`src/rtl/cache_pkg.sv`:
```
// Shared types, field widths and address-slicing helpers for the direct-mapped cache.
// The controller and the line array both import this package.
package cache_pkg;

  localparam int ADDR_W         = 10;
  localparam int NUM_LINES      = 4;
  localparam int WORDS_PER_LINE = 4;
  localparam int WORD_W         = 32;
  localparam int TAG_W          = 4;
  localparam int IDX_W          = 2;
  localparam int WOFF_W         = 2;
  localparam int BLOCK_W        = WORDS_PER_LINE * WORD_W;
  localparam int DEF_CNT_W      = 16;

  typedef enum logic [1:0] {
    IDLE      = 2'd0,
    COMPARE   = 2'd1,
    WRITEBACK = 2'd2,
    ALLOCATE  = 2'd3
  } state_t;

  typedef logic [ADDR_W-1:0]  addr_t;
  typedef logic [TAG_W-1:0]   tag_t;
  typedef logic [IDX_W-1:0]   idx_t;
  typedef logic [WOFF_W-1:0]  woff_t;
  typedef logic [WORD_W-1:0]  word_t;
  typedef logic [BLOCK_W-1:0] block_t;

  function automatic tag_t addr_tag(input addr_t a);
    return a[ADDR_W-1 -: TAG_W];
  endfunction

  function automatic idx_t addr_idx(input addr_t a);
    return a[ADDR_W-TAG_W-1 -: IDX_W];
  endfunction

  function automatic woff_t addr_woff(input addr_t a);
    return a[2 +: WOFF_W];
  endfunction

  // Block-aligned memory address: the low nibble is always zero.
  function automatic addr_t block_addr(input tag_t t, input idx_t i);
    return {t, i, {(ADDR_W-TAG_W-IDX_W){1'b0}}};
  endfunction

  function automatic word_t get_word(input block_t b, input woff_t w);
    return b[{w, 5'b0} +: WORD_W];
  endfunction

endpackage

```
`src/rtl/cache_line_array.sv`:
```
// Tag/valid/dirty/data storage for the cache: one combinational read port and one
// synchronous write port used for either a single-word store or a whole-block fill.
module cache_line_array
  import cache_pkg::*;
(
  input  logic   clk,
  input  logic   i_reset,
  input  idx_t   i_idx,
  input  logic   i_word_we,
  input  woff_t  i_woff,
  input  word_t  i_wdata,
  input  logic   i_fill_we,
  input  tag_t   i_fill_tag,
  input  block_t i_fill_data,
  output logic   o_valid,
  output logic   o_dirty,
  output tag_t   o_tag,
  output block_t o_data
);

  logic [NUM_LINES-1:0] r_valid;
  logic [NUM_LINES-1:0] r_dirty;
  tag_t                 r_tag  [NUM_LINES];
  block_t               r_data [NUM_LINES];

  assign o_valid = r_valid[i_idx];
  assign o_dirty = r_dirty[i_idx];
  assign o_tag   = r_tag[i_idx];
  assign o_data  = r_data[i_idx];

  // Reset wins over a fill, so a line caught mid-allocation comes out invalid.
  // NOTE: non-blocking (<=) in every clocked block so all registers update from pre-edge values.
  always_ff @(posedge clk) begin
    if (i_reset) begin
      r_valid <= '0;
      r_dirty <= '0;
    end else if (i_fill_we) begin
      r_valid[i_idx] <= 1'b1;
      r_dirty[i_idx] <= 1'b0;
    end else if (i_word_we) begin
      r_dirty[i_idx] <= 1'b1;
    end
  end

  // NOTE: tag and data arrays are deliberately not reset; valid gates their meaning.
  always_ff @(posedge clk) begin
    if (i_fill_we) begin
      r_tag[i_idx]  <= i_fill_tag;
      r_data[i_idx] <= i_fill_data;
    end else if (i_word_we) begin
      r_data[i_idx][{i_woff, 5'b0} +: WORD_W] <= i_wdata;
    end
  end

endmodule

```
`src/rtl/dm_cache_ctrl.sv`:
```
// Direct-mapped, write-back, write-allocate data cache controller: 4 lines x 4 words,
// 10-bit byte address, 128-bit block interface to a combinational main memory.
module dm_cache_ctrl
  import cache_pkg::*;
#(
  parameter int CNT_W = DEF_CNT_W
) (
  input  logic               clk,
  input  logic               reset,
  input  logic               req_valid,
  input  logic               req_we,
  input  logic [ADDR_W-1:0]  req_addr,
  input  logic [WORD_W-1:0]  req_wdata,
  output logic               done,
  output logic [WORD_W-1:0]  rdata,
  output logic               mem_read_write,
  output logic [ADDR_W-1:0]  mem_address,
  output logic [BLOCK_W-1:0] mem_write_data,
  input  logic [BLOCK_W-1:0] mem_read_data,
  output logic [CNT_W-1:0]   hit_cnt,
  output logic [CNT_W-1:0]   miss_cnt
);

  state_t           r_state;
  addr_t            r_addr;
  logic             r_we;
  word_t            r_wdata;
  word_t            r_rdata;
  logic [CNT_W-1:0] r_hit_cnt;
  logic [CNT_W-1:0] r_miss_cnt;

  state_t w_next_state;
  tag_t   w_req_tag;
  idx_t   w_idx;
  woff_t  w_woff;
  logic   w_line_valid;
  logic   w_line_dirty;
  tag_t   w_line_tag;
  block_t w_line_data;
  logic   w_hit;
  logic   w_word_we;
  logic   w_fill_we;
  logic   w_unused_byte_off;

  assign w_req_tag         = addr_tag(r_addr);
  assign w_idx             = addr_idx(r_addr);
  assign w_woff            = addr_woff(r_addr);
  assign w_hit             = w_line_valid && (w_line_tag == w_req_tag);
  assign w_unused_byte_off = ^r_addr[1:0];

  cache_line_array u_lines (
    .clk         (clk),
    .i_reset     (reset),
    .i_idx       (w_idx),
    .i_word_we   (w_word_we),
    .i_woff      (w_woff),
    .i_wdata     (r_wdata),
    .i_fill_we   (w_fill_we),
    .i_fill_tag  (w_req_tag),
    .i_fill_data (mem_read_data),
    .o_valid     (w_line_valid),
    .o_dirty     (w_line_dirty),
    .o_tag       (w_line_tag),
    .o_data      (w_line_data)
  );

  // Memory-side outputs depend only on r_state and latched/stored values, never on req_*.
  // NOTE: every signal gets a default before the case so no path can infer a latch.
  always_comb begin
    w_next_state   = r_state;
    done           = 1'b0;
    mem_read_write = 1'b0;
    mem_address    = '0;
    w_word_we      = 1'b0;
    w_fill_we      = 1'b0;
    case (r_state)
      IDLE: begin
        if (req_valid) w_next_state = COMPARE;
      end
      COMPARE: begin
        if (w_hit) begin
          done         = !reset;
          w_word_we    = r_we;
          w_next_state = IDLE;
        end else if (w_line_valid && w_line_dirty) begin
          w_next_state = WRITEBACK;
        end else begin
          w_next_state = ALLOCATE;
        end
      end
      WRITEBACK: begin
        mem_read_write = 1'b1;
        mem_address    = block_addr(w_line_tag, w_idx);
        w_next_state   = ALLOCATE;
      end
      ALLOCATE: begin
        mem_address  = block_addr(w_req_tag, w_idx);
        w_fill_we    = 1'b1;
        w_next_state = COMPARE;
      end
      default: w_next_state = IDLE;
    endcase
  end

  always_ff @(posedge clk) begin
    if (reset) begin
      r_state    <= IDLE;
      r_addr     <= '0;
      r_we       <= 1'b0;
      r_wdata    <= '0;
      r_rdata    <= '0;
      r_hit_cnt  <= '0;
      r_miss_cnt <= '0;
    end else begin
      r_state <= w_next_state;
      if (r_state == IDLE && req_valid) begin
        r_addr  <= req_addr;
        r_we    <= req_we;
        r_wdata <= req_wdata;
      end
      if (r_state == COMPARE) begin
        if (w_hit) begin
          r_hit_cnt <= r_hit_cnt + 1'b1;
          if (!r_we) r_rdata <= get_word(w_line_data, w_woff);
        end else begin
          r_miss_cnt <= r_miss_cnt + 1'b1;
        end
      end
    end
  end

  // Load data is forwarded in the done cycle and held in r_rdata afterwards.
  assign rdata          = (done && !r_we) ? get_word(w_line_data, w_woff) : r_rdata;
  assign mem_write_data = w_line_data;
  assign hit_cnt        = r_hit_cnt;
  assign miss_cnt       = r_miss_cnt;

endmodule

```
`config.mk`:
```
export PLATFORM = sky130hd
export DESIGN_NAME = dm_cache_ctrl
export DESIGN_NICKNAME = d
export VERILOG_FILES = /design/src/rtl/cache_pkg.sv /design/src/rtl/cache_line_array.sv /design/src/rtl/dm_cache_ctrl.sv
export SDC_FILE = /design/constraint.sdc
export NUM_CORES = 1
export LEC_CHECK = 0
export ABC_AREA = 1
export ABC_CLOCK_PERIOD_IN_PS = 9620
export CELL_PAD_IN_SITES_DETAIL_PLACEMENT = 1
export CELL_PAD_IN_SITES_GLOBAL_PLACEMENT = 2
export CORE_ASPECT_RATIO = 1.75
export CORE_MARGIN = 3
export CORE_UTILIZATION = 37
export CTS_CLUSTER_DIAMETER = 30
export DETAILED_ROUTE_END_ITERATION = 7
export PLACE_DENSITY = 0.89
export SYNTH_ARGS = -nofsm -noshare
export SYNTH_HDL_FRONTEND = slang
export SYNTH_HIERARCHICAL = 1
export SYNTH_SLANG_ARGS = --single-unit
```
`constraint.sdc`:
```
create_clock -name clk -period 9.62 [get_ports clk]
set_input_delay 1.443 -clock clk [delete_from_list [all_inputs] [get_ports clk]]
set_output_delay 1.443 -clock clk [all_outputs]
set_load 0.01 [all_outputs]
```
# Yosys cells after proc, flatten, opt, wreduce, memory -nomap -nowiden
# Memories as Yosys holds them, arrays and structs flattened. A register that Yosys moved wholly into a read port is not among the register bits.
# Index checks and enable logic that the tools add are counted.
# totals
ramBits	528
inputBits	174
ff_bits	117
elab_cells	327
memories	2
output_inout_bits	204
# memory_table
memory	depth	width	read_ports	rd_clocked_by_memory_dff	wr	line	rtl
u_lines.r_data	4	128	1	1	1	cache_line_array.sv:24	block_t r_data [NUM_LINES];
u_lines.r_tag	4	4	1	1	1	cache_line_array.sv:23	tag_t r_tag [NUM_LINES];
# classes
n_lt_le_gt_ge	2
muxes	157
bitwise	134
n_shift	3
addsub	3
n_reduce_logical	12
eq_ne	5
# op_table
operator	n
1-bit 2-to-1 mux	142
128-bit 2-to-1 mux	1
1-bit bitwise OR	128
32-bit by 9-bit variable shift with 128-bit output (first input constant)	1
128-bit by 8-bit indexed part select with 32-bit output	1
32-bit by 9-bit indexed part select with 128-bit output	1
16-bit by 1-bit adder with 16-bit output (second input constant)	2
32-bit 2-to-1 mux	1
10-bit one-hot mux with 2 select lines	1
2-bit 2-to-1 mux	6
7-bit negation with 9-bit output	1
4-bit 2-to-1 mux	2
4-bit bitwise OR	2
2-bit one-hot mux with 4 select lines	1
1-bit logical AND	5
4-bit bitwise AND	1
1-bit binary-select mux with 2-bit select	2
2-bit equality test (second input constant)	2
4-bit equality test	1
4-bit NOT	1
2-bit AND reduction	2
2-bit by 3-bit < comparator with 1-bit output (second input constant)	1
3-bit AND reduction	1
1-bit demux with 2-bit select	1
7 further kinds	9

# Longest topological paths before layout
# Gate-level depths: netlist of run 1.
# depth
depth_word	9
ltp_mapped	21
mapped_depth_nobuf	15

# Cells and area by module
# The synthesis of run 1 kept the hierarchy.
# modules_own_cells
mod	instances	seq_area_each_um2	area_each_um2	cells_each
cache_line_array	1	16015.4	22567.9	2197
dm_cache_ctrl	1	2142.1	5904.4	869

# Worst setup path before layout of run 1
# No wires, ideal clock.
# synth_timing
path_kind	register to register
from	reg r_addr[4]
to	mem u_lines/r_data[0][0] (netlist bit), enable pin
synth_period_minus_slack_ns	4.162
setup_time_ns	0.421
path_stages_with_launch	18
n_path_buf	5
slack_ns	5.458
required_time_ns	9.199
t_arrival_ns	3.741
path_cell_list	dfxtp_1 buf_2 inv_2 buf_2 nor2_2 buf_2 nand2_1 nand3_1 inv_1 nand2_1 nand2_1 nor2_4 nand4_4 buf_2 nor2_1 buf_2 a21oi_1 nor2_1
# synth_between
elab_chain_cells	9
# synth_lines
element	line	rtl
from (decl)	dm_cache_ctrl.sv:25	addr_t r_addr;
from (signal assigned)	dm_cache_ctrl.sv:117	r_addr <= req_addr;
1-bit binary-select mux with 2-bit select	cache_line_array.sv:26	assign o_valid = r_valid[i_idx];
1-bit 2-to-1 mux (implied by the code)	cache_line_array.sv:26	
1-bit logical AND	dm_cache_ctrl.sv:48	assign w_hit = w_line_valid && (w_line_tag == w_req_tag);
1-bit 2-to-1 mux	dm_cache_ctrl.sv:81	if (w_hit) begin
1-bit 2-to-1 mux	dm_cache_ctrl.sv:76	case (r_state)
named net w_word_we	dm_cache_ctrl.sv:41	logic w_word_we;
1-bit 2-to-1 mux	cache_line_array.sv:50	end else if (i_word_we) begin
1-bit 2-to-1 mux	cache_line_array.sv:47	if (i_fill_we) begin
128-bit 2-to-1 mux (implied by the code)	cache_line_array.sv:51	r_data[i_idx][{i_woff, 5'b0} +: WORD_W] <= i_wdata;
1-bit bitwise OR (no source line)	-	
to (decl)	cache_line_array.sv:24	
# The timed path passes the listed nets, and every way through them passes these cells. The select of a mux whose other input is x is not followed.

# Final worst setup path of run 1
# layout_timing
from	reg r_addr[4]
to	out rdata[22]
# layout_between
elab_chain_cells	7
# layout_lines
element	line	rtl
1-bit binary-select mux with 2-bit select	cache_line_array.sv:26	
1-bit 2-to-1 mux (implied by the code)	cache_line_array.sv:26	
1-bit logical AND	dm_cache_ctrl.sv:48	
1-bit 2-to-1 mux	dm_cache_ctrl.sv:81	
1-bit 2-to-1 mux	dm_cache_ctrl.sv:76	
1-bit logical AND	dm_cache_ctrl.sv:133	assign rdata = (done && !r_we) ? get_word(w_line_data, w_woff) : r_rdata;
32-bit 2-to-1 mux	dm_cache_ctrl.sv:133	
to (decl)	dm_cache_ctrl.sv:15	output logic [WORD_W-1:0] rdata,
# No other way between the ends. The select of a mux whose other input is x is not followed.

==> impl_metrics.csv, run 1 <==
group,metric,value,unit
run_status,outcome,"complete, no violations",
pwr,seqPwrFrac,37.9,%
global_routing,overflow,0,
sta,worst_slew_pin_slew,1.173,ns
placement,dp_hpwl,72250,microns
global_routing,grt_pass1_wl,155100,microns
sta,slew_violations,0,
clocking,holdBufCountCts,0,
critical_path,crit_path_max_fanout,34,
sta,fin_crit,6.651,ns
routing,routed_wirelength,106000,microns
floorplanning,ioPinCount,378,
pwr,switchingPower,2.305,mW
synth,avgSynthCellArea,9.286,sq um
synth,synth_most_common_cell,"nand2_1",
sta,fin_skew,0.02976,ns
clocking,ctsResizeCount,0,
placement,dp.cells,4340,
pwr,cellPowerDensity,222.3,mW/mm^2
critical_path,reg2reg_from,"r_addr[4]",
pwr,p_sw_share,28.10,%
hold_path,worstHoldPathType,"flip-flop to flip-flop",
synth,syn_area,0.02847,sq mm
critical_path,worstSetupPathType,"flip-flop to primary output",
pwr,p_int,5.897,mW
hold_path,worstHoldStart,"r_rdata[9]",
clocking,ctsHtreeMaxLevel,3,
flow_run,maxCapViolations,0,
synth,yosysWarnings,6,
critical_path,worstSetupEndpointType,"primary output",
cells_and_area,syn_to_final_growth,29.57,%
critical_path,cp_data_arrival_time,5.21,ns
routing,first_pass_iters,5,
floorplanning,die_w,215.7,microns
synth,synth_top_cell_by_area,"edfxtp_1",
cells_and_area,finalNonFillerCells,4544,
routing,ant_nets,0,
clocking,tritoncts,"built",
critical_path,startpoint,"r_addr[4]",
sta,finalSetupViolCount,0,
floorplanning,die_h,373.0,microns
routing,viasPerCell,5.165,
synth,synth.distinct_cells,34,
routing,wire_per_inst,23.32,microns
sta,hold_viol,0,
clocking,cts_buffers,107,
synth,async_flop_share,0,%
cells_and_area,diodes,0,
synth,synth_flop_cell,"edfxtp_1",
routing,drc_errors,0,
pwr,ir_drop,0.1588,mV
synth,netlist.area_leader.share,55.69,%
pwr,comb_power_share,14.3,%
routing,drt_iter0_markers,1841,
global_routing,grt_max_degree,69,
clocking,cts.sinks,643,
floorplanning,initial_utilization,37.32,%
cells_and_area,drive_above_1_share,7.775,%
synth,syn_inst,3066,
placement,dpl_cell_area,0.03317,sq mm
sta,layout_worst_path_cycle_share,69.14,%
clocking,postCtsSetupBuffers,0,
global_routing,grt_pass1_vias,24318,
clocking,clock_latency,0.69,ns
floorplanning,core_area,0.07629,sq mm
floorplanning,fp.dieArea,0.08045,sq mm
floorplanning,fp-row-count,134,
clocking,clkTransAtPathRegs,0.05,ns
sta,setup_tns,0,ns
placement,place_congestion,0.8382,
cells_and_area,nNetsFinal,3614,
sta,timing.fmax,150.3,MHz
cells_and_area,final_area,0.03689,sq mm
sta,rsz0062_at_grt,"no",
sta,slew_headroom,21.63,%
synth,synth.cells.most_frequent,"1,440 x nand2_1, 528 x edfxtp_1, 259 x nor2_1",
synth,yosysSeqAreaShare,63.77,%
pwr,p_leak,14.41,nW
synth,ys_top_cells_by_area,"edfxtp_1 56%, nand2_1 19%, dfxtp_1 8.1%",
pwr,clockPowerShare,47.8,%
placement,portBuffers,371,
synth,synth-edff-count,528,
global_routing,grtUsageTotal,25.95,%
clocking,clk_path_buf_depth,3,
synth,ys_ff_latch,643,
routing,vias,23469,
critical_path,cp.required,8.18,ns
clocking,clk_root_buffer_cell,"clkbuf_16",
critical_path,start_kind,"flip-flop",
global_routing,antenna_found_initial,0,
-- metrics by stage --
| step | power (mW) | setup slack (ns) | hold WS, ns | utilization (%) |
|---|---|---|---|---|
| finish | 8.202 | 2.969 | 0.4624 | 48.36 |
| global route | 8.477 | 2.619 | 0.4852 | 48.36 |
| CTS | 8.272 | 2.801 | 0.4559 | 48.36 |
| global placement | 4.321 | 3.681 | 0.4386 | 43.48 |
| floorplan | 3.689 | 5.458 | 0.4240 | - |
| detailed placement | 4.339 | 3.546 | 0.4476 | 43.48 |
-- flip-flops by register name (all words and copies together) (netlist names), named ones only --
name	cells
u_lines/r_data	512
r_rdata	32
r_wdata	32
hit_cnt	16
miss_cnt	16
u_lines/r_tag	16
r_addr	8
u_lines/r_valid	4
r_state	2
r_we	1
-- routing by layer --
layer / up-vias / wire [microns] / global-route usage (%)
met3: 181 / 7023 / 3.804
met4: 0 / 3838 / 10.40
met1: 11516 / 43280 / 33.17
met5: - / 0 / 0
li1: 10833 / - / -
met2: 939 / 51840 / 44.28
-- path summary, 6_finish.rpt --
kind	endpoint	slack, ns	cells past startpoint
min reg2reg	r_rdata[9]	0.46	2
min	r_rdata[9]	0.46	2
max reg2reg	u_lines/r_data[0][50]	4.47	17
max	rdata[22]	2.97	14
-- power groups by stage --
stage	combinational, mW	clock, mW	sequential, mW
floorplan	0.557	0	3.13
global placement	1.16	0	3.17
detailed placement	1.17	0	3.17
CTS	1.18	3.98	3.11
global route	1.26	4.10	3.11
finish	1.17	3.92	3.11
-- placed cells by master (no fill, tap or decap), types with 4 or more instances in the layout --
| cell | netlist | layout |
|---|---|---|
| nor2_4 | 3 | 23 |
| edfxtp_1 | 528 | 528 |
| mux2i_1 | 32 | 32 |
| o21ai_0 | 80 | 80 |
| nor3_1 | 5 | 5 |
| ha_1 | 11 | 11 |
| nand4_1 | 6 | 6 |
| nand3_2 | 3 | 5 |
| clkbuf_16 | 0 | 110 |
| clkinv_4 | 0 | 8 |
| nand2_1 | 1440 | 1439 |
| nor2_1 | 259 | 241 |
| a21oi_1 | 40 | 40 |
| conb_1 | 1 | 4 |
| bufinv_16 | 0 | 11 |
| clkinv_1 | 3 | 12 |
| clkbuf_1 | 63 | 10 |
| xnor2_1 | 6 | 6 |
| xor2_1 | 13 | 13 |
| inv_6 | 0 | 23 |
| inv_8 | 0 | 7 |
| clkinvlp_4 | 0 | 8 |
| inv_2 | 6 | 6 |
| inv_1 | 90 | 89 |
| clkdlybuf4s50_1 | 0 | 371 |
| buf_4 | 7 | 40 |
| dfxtp_1 | 115 | 111 |
| nand3_1 | 217 | 215 |
| clkinv_2 | 0 | 13 |
| o22ai_1 | 34 | 34 |
-- cell families after synthesis --
kind of cell | Yosys count | share of synthesized area [%]
AOI/OAI and AO/OA | 156 | 2.913
xor gates and xnor gates | 20 | 0.6416
adders and majority gates | 11 | 0.4834
buffers and inverters | 259 | 4.030
DFF | 643 | 63.77
muxes | 32 | 1.125
other | 1 | 0.01317
and+or+nand+nor | 1944 | 27.02
-- critical path, stage by stage (launching register included) --
cell and delay, ns:
dfxtp_4 0.66, nand2_1 0.40, inv_2 0.78, nand2_1 0.12
nand3_1 0.13, inv_1 0.07, nand2_1 0.06, nand2_1 0.08
nor2_4 0.13, nand4_4 0.35, nor2_8 0.57, nand2_4 0.36
nand2_1 0.14, nand2_1 0.06, clkdlybuf4s50_1 0.49
-- layout make-up --
cell class	instances	area (sq um)
fillers	8587	39390
flip-flops and latches	643	18170
multi-input cells	2167	9336
repair buffers	411	4014
clock buffers	121	2804
well taps	1020	1276
clock inverters	83	918.4
inverters	99	374.1
Power figures use the tool's default switching activity.
==> run 2, diff against run 1 <==
--- a/config.mk
+++ b/config.mk
@@ -6,15 +6,15 @@
 export NUM_CORES = 1
 export LEC_CHECK = 0
 export ABC_AREA = 1
-export ABC_CLOCK_PERIOD_IN_PS = 9620
+export ABC_CLOCK_PERIOD_IN_PS = 6660
 export CELL_PAD_IN_SITES_DETAIL_PLACEMENT = 1
 export CELL_PAD_IN_SITES_GLOBAL_PLACEMENT = 2
 export CORE_ASPECT_RATIO = 1.75
 export CORE_MARGIN = 3
-export CORE_UTILIZATION = 37
+export CORE_UTILIZATION = 34
 export CTS_CLUSTER_DIAMETER = 30
 export DETAILED_ROUTE_END_ITERATION = 7
-export PLACE_DENSITY = 0.89
+export PLACE_DENSITY = 0.83
 export SYNTH_ARGS = -nofsm -noshare
 export SYNTH_HDL_FRONTEND = slang
 export SYNTH_HIERARCHICAL = 1
==> constraint.sdc (replaced) <==
create_clock -name clk -period 6.66 [get_ports clk]
set_input_delay 0.999 -clock clk [delete_from_list [all_inputs] [get_ports clk]]
set_output_delay 0.999 -clock clk [all_outputs]
set_load 0.01 [all_outputs]
==> run 2 against run 1 <==
Global-route usage shrank 2.3 points. Final cell count grew 0.90%. Sequential power up 44%. Count of clock-buffer cells in the layout fell by 4. Register-to-register slack worse by 2.4 ns. Die area rose by 8.6%. Core utilization is 3.7 points lower. Clock skew increased by 0.0022 ns. Largest cell class unchanged. Critical path type unchanged. Setup slack got worse by 2.1 ns. Critical path depth did not move. First-iteration DRC count shrank 10%.
==> impl_metrics.csv, run 2 (synthesis gave the netlist of run 1 again) <==
group,metric,value,unit
sta,finalSetupViolCount,0,
routing,ant_nets,0,
global_routing,antenna_found_initial,3,
critical_path,r2r_setup_slack,2.02,ns
routing,vias,23091,
floorplanning,initial_utilization,34.47,%
floorplanning,core_area,0.08261,sq mm
critical_path,start_kind,"flip-flop",
floorplanning,die_h,388.8,microns
routing,drc_errors,0,
global_routing,grtUsageTotal,23.61,%
placement,portBuffers,371,
floorplanning,fp.dieArea,0.08739,sq mm
cells_and_area,nNetsFinal,3619,
sta,fin_skew,0.03195,ns
clocking,ctsResizeCount,0,
global_routing,overflow,0,
floorplanning,die_w,224.8,microns
sta,hold_viol,0,
cells_and_area,finalNonFillerCells,4585,
critical_path,crit_path_max_fanout,48,
sta,rsz0062_at_grt,"no",
hold_path,worstHoldPathType,"flip-flop to flip-flop",
routing,first_pass_iters,5,
placement,place_congestion,0.8129,
routing,viasPerCell,5.036,
clocking,holdBufCountCts,0,
floorplanning,ioPinCount,378,
floorplanning,fp-row-count,139,
flow_run,maxCapViolations,0,
cells_and_area,final_common_cell,"nand2_1",
cells_and_area,largest_register_ffs,512,
critical_path,cp.required,5.66,ns
pwr,ir_drop,0.2096,mV
clocking,clk_path_buf_depth,3,
placement,dp_hpwl,72010,microns
clocking,clkTransAtPathRegs,0.05,ns
routing,routed_wirelength,105500,microns
clocking,tritoncts,"built",
clocking,ctsHtreeMaxLevel,3,
sta,slew_violations,0,
clocking,clock_latency,0.69,ns
placement,dp.cells,4383,
cells_and_area,layout_common_cells,"1,439 x nand2_1, 528 x edfxtp_1, 371 x clkdlybuf4s50_1, 241 x nor2_1, 215 x nand3_1",
sta,worst_slew_pin_slew,1.069,ns
sta,setup_tns,0,ns
cells_and_area,syn_to_final_growth,29.55,%
global_routing,grt_max_degree,75,
sta,setup_ws,0.8314,ns
sta,fin_crit,5.829,ns
global_routing,grt_pass1_wl,151500,microns
cells_and_area,final_area,0.03689,sq mm
run_status,outcome,"complete, no violations",
clocking,cts.sinks,643,
routing,drt_iter0_markers,1657,
placement,pre_cts_ws,1.416,ns
clocking,clk_root_buffer_cell,"clkbuf_16",
pwr,cellPowerDensity,315.8,mW/mm^2
placement,dpl_cell_area,0.03329,sq mm
critical_path,worstSetupEndpointType,"primary output",
sta,timing.fmax,171.6,MHz
cells_and_area,drive_above_1_share,7.882,%
critical_path,cp_data_arrival_time,4.83,ns
sta,layout_worst_path_cycle_share,87.52,%
clocking,cts_buffers,106,
routing,wire_per_inst,23.01,microns
global_routing,grt_pass1_vias,23155,
clocking,postCtsSetupBuffers,0,
cells_and_area,top_regs,"u_lines/r_data x512, r_rdata x32, r_wdata x32",
critical_path,worstSetupPathType,"flip-flop to primary output",
sta,slew_headroom,28.74,%
cells_and_area,largest_register,"u_lines/r_data",
pwr,p_leak,14.36,nW
pwr,power,11.65,mW
==> run 2: critical path: stages, from the launching register on <==
cell and delay [ns]:
dfxtp_4 0.74, inv_4 0.42, nor2_4 0.27, nand2_1 0.07
nand3_1 0.13, inv_1 0.07, nand2_1 0.06, nand2_1 0.08
nor2_4 0.13, nand4_4 0.36, nor2_8 0.59, nand2_4 0.38
nand2_1 0.15, nand2_1 0.06, clkdlybuf4s50_1 0.51
==> run 2: metrics by stage <==
step	hold slack (ns)	utilization, %
after floorplan	0.4240	-
after CTS	0.4512	44.65
after global routing	0.4843	44.65
after detailed placement	0.4434	40.30
after global placement	0.4398	40.30
final	0.4556	44.65
==> run 2: power breakdown <==
group          total, mW  switching [mW]  internal (mW)
registers           4.48          0.0701           4.41
logic               1.71            1.13          0.584
clock network       5.45            2.15           3.30
total               11.6            3.35           8.30
==> run 2: per-layer routing <==
layer	share of wire, %	vias up	GRT usage [%]
met5	0	-	0
met4	2.8	0	7.658
met3	6.5	149	4.160
met2	48	766	39.23
met1	43	11347	31.35
li1	-	10829	-
==> run 2: final cells by class <==
cell class	instances	area (sq um)
multi-input combinational	2167	9339
clock buffer	117	2715
tap	1057	1323
clock inverter	84	878.3
fill	9249	45730
timing repair buffer	417	4084
inverter	99	374.1
sequential	643	18170
antenna	1	2.502
==> run 2: final timing paths <==
check        cells past startpoint               start               endpoint
max reg2reg                     15           r_addr[4]  u_lines/r_data[1][13]
min                              2  u_lines/r_valid[1]     u_lines/r_valid[1]
min reg2reg                      2  u_lines/r_valid[1]     u_lines/r_valid[1]
max                             14           r_addr[4]              rdata[31]
==> run 3, diff against run 2 <==
--- a/config.mk
+++ b/config.mk
@@ -11,10 +11,11 @@
 export CELL_PAD_IN_SITES_GLOBAL_PLACEMENT = 2
 export CORE_ASPECT_RATIO = 1.75
 export CORE_MARGIN = 3
-export CORE_UTILIZATION = 34
+export CORE_UTILIZATION = 36
+export CTS_BUF_LIST = sky130_fd_sc_hd__clkbuf_8
 export CTS_CLUSTER_DIAMETER = 30
 export DETAILED_ROUTE_END_ITERATION = 7
-export PLACE_DENSITY = 0.83
+export PLACE_DENSITY = 0.87
 export SYNTH_ARGS = -nofsm -noshare
 export SYNTH_HDL_FRONTEND = slang
 export SYNTH_HIERARCHICAL = 1
==> run 3 against run 2 <==
First-iteration DRC count is 12% lower. Flip-flop and latch count stayed put. Final cell count shrank 0.52%. Global-route usage up 1.1 points. Routed wire length decreased by 1.6%. Largest power group is now sequential cells.
==> impl_metrics.csv, run 3 (synthesis gave the netlist of run 1 again) <==
group,metric,value,unit
routing,drt_iter0_markers,1455,
floorplanning,core_area,0.07787,sq mm
routing,vias,23142,
placement,portBuffers,371,
clocking,ctsResizeCount,0,
global_routing,overflow,0,
clocking,cts.sinks,643,
floorplanning,initial_utilization,36.56,%
critical_path,start_kind,"flip-flop",
placement,pre_cts_ws,1.437,ns
sta,slew_violations,0,
placement,dpl_cell_area,0.03323,sq mm
routing,routed_wirelength,103900,microns
critical_path,startpoint,"r_addr[4]",
global_routing,antenna_found_initial,5,
clocking,clk_path_buf_depth,3,
sta,layout_worst_path_cycle_share,88.69,%
critical_path,cp.required,5.66,ns
cells_and_area,final_common_cell,"nand2_1",
sta,hold_viol,0,
routing,wire_per_inst,22.77,microns
sta,fin_crit,5.907,ns
floorplanning,ioPinCount,378,
routing,viasPerCell,5.074,
critical_path,r2r_cells,14,
pwr,cellPowerDensity,285.3,mW/mm^2
routing,ant_nets,0,
clocking,holdBufCountCts,0,
placement,place_congestion,0.8463,
critical_path,crit_path_max_fanout,48,
placement,dp_hpwl,72160,microns
clocking,clkTransAtPathRegs,0.06,ns
critical_path,cp_data_arrival_time,4.91,ns
sta,finalSetupViolCount,0,
cells_and_area,drive_above_1_share,7.392,%
clocking,cts_buffers,110,
cells_and_area,top_regs,"u_lines/r_data x512, r_rdata x32, r_wdata x32",
floorplanning,fp-row-count,135,
global_routing,grt_pass1_vias,23350,
cells_and_area,finalNonFillerCells,4561,
clocking,tritoncts,"built",
critical_path,worstSetupEndpointType,"primary output",
critical_path,endpoint,"rdata[9]",
routing,first_pass_iters,5,
clocking,clock_latency,0.77,ns
global_routing,grt_pass1_wl,150200,microns
cells_and_area,final_core_util,45.87,%
hold_path,worstHoldPathType,"flip-flop to flip-flop",
floorplanning,die_w,218.6,microns
placement,dp.cells,4351,
global_routing,grt_max_degree,130,
clocking,postCtsSetupBuffers,0,
critical_path,worstSetupPathType,"flip-flop to primary output",
run_status,outcome,"complete, no violations",
critical_path,r2r_setup_slack,1.94,ns
sta,hold_slack,0.4488,ns
cells_and_area,largest_register_ffs,512,
cells_and_area,final_area,0.03572,sq mm
cells_and_area,nNetsFinal,3621,
sta,timing.fmax,169.3,MHz
pwr,p_leak,13.98,nW
floorplanning,die_h,378.0,microns
floorplanning,fp.dieArea,0.08263,sq mm
clocking,clk_root_buffer_cell,"clkbuf_8",
sta,setup_ws,0.7530,ns
global_routing,grtUsageTotal,24.69,%
sta,worst_slew_pin_slew,1.225,ns
sta,fin_skew,0.05022,ns
sta,setup_tns,0,ns
pwr,power,10.19,mW
cells_and_area,largest_register,"u_lines/r_data",
flow_run,maxCapViolations,0,
cells_and_area,layout_common_cells,"1,439 x nand2_1, 528 x edfxtp_1, 371 x clkdlybuf4s50_1, 241 x nor2_1, 215 x nand3_1",
sta,rsz0062_at_grt,"no",
cells_and_area,syn_to_final_growth,25.44,%
critical_path,r2r_end,"u_lines/r_data[0][18]",
critical_path,reg2reg_from,"r_addr[4]",
pwr,ir_drop,0.2572,mV
clocking,ctsHtreeMaxLevel,3,
routing,drc_errors,0,
sta,slew_headroom,18.13,%
[run 3: worst min-delay path by stage]
stage / to / depth (start not counted) / startpoint
2_1_floorplan: u_lines/r_valid[2] / 2 / u_lines/r_valid[2]
3_3_place_gp: u_lines/r_valid[2] / 2 / u_lines/r_valid[2]
3_5_place_dp: u_lines/r_valid[2] / 2 / u_lines/r_valid[2]
4_1_cts: u_lines/r_valid[2] / 2 / u_lines/r_valid[2]
5_1_grt: u_lines/r_valid[2] / 2 / u_lines/r_valid[2]
6_report: u_lines/r_valid[2] / 2 / u_lines/r_valid[2]
[run 3: per-layer routing]
metal  track usage (%)  wire (microns)
met1             32.12           43470
met2             41.26           49750
met3             4.768            7526
met4             8.401            3074
met5                 0              31
[run 3: power by group]
part / internal (mW) / leakage, nW / switching (mW)
sequential: 4.41 / 5.69 / 0.0666
combinational: 0.585 / 6.94 / 1.12
clock: 2.30 / 1.35 / 1.71
total: 7.29 / 14.0 / 2.90
[run 3: cell type report]
cell class / instances / area [sq um]
Antenna cell: 3 / 7.507
Clock buffer: 116 / 1597
Clock inverter: 91 / 885.9
Fill cell: 8820 / 42150
Inverter: 99 / 374.1
Multi-Input combinational cell: 2167 / 9331
Sequential cell: 643 / 18170
Tap cell: 1027 / 1285
Timing Repair Buffer: 415 / 4069
[run 3: critical path, stage by stage (launching register included)]
cell and delay, ns:
dfxtp_4 0.78, nand2_1 0.53, inv_2 0.22, buf_4 0.42
buf_4 0.66, nand2_1 0.11, nand3_1 0.17, nor2_1 0.06
o22ai_1 0.28, nand3_1 0.17, nand2_1 0.12, clkdlybuf4s50_1 0.54
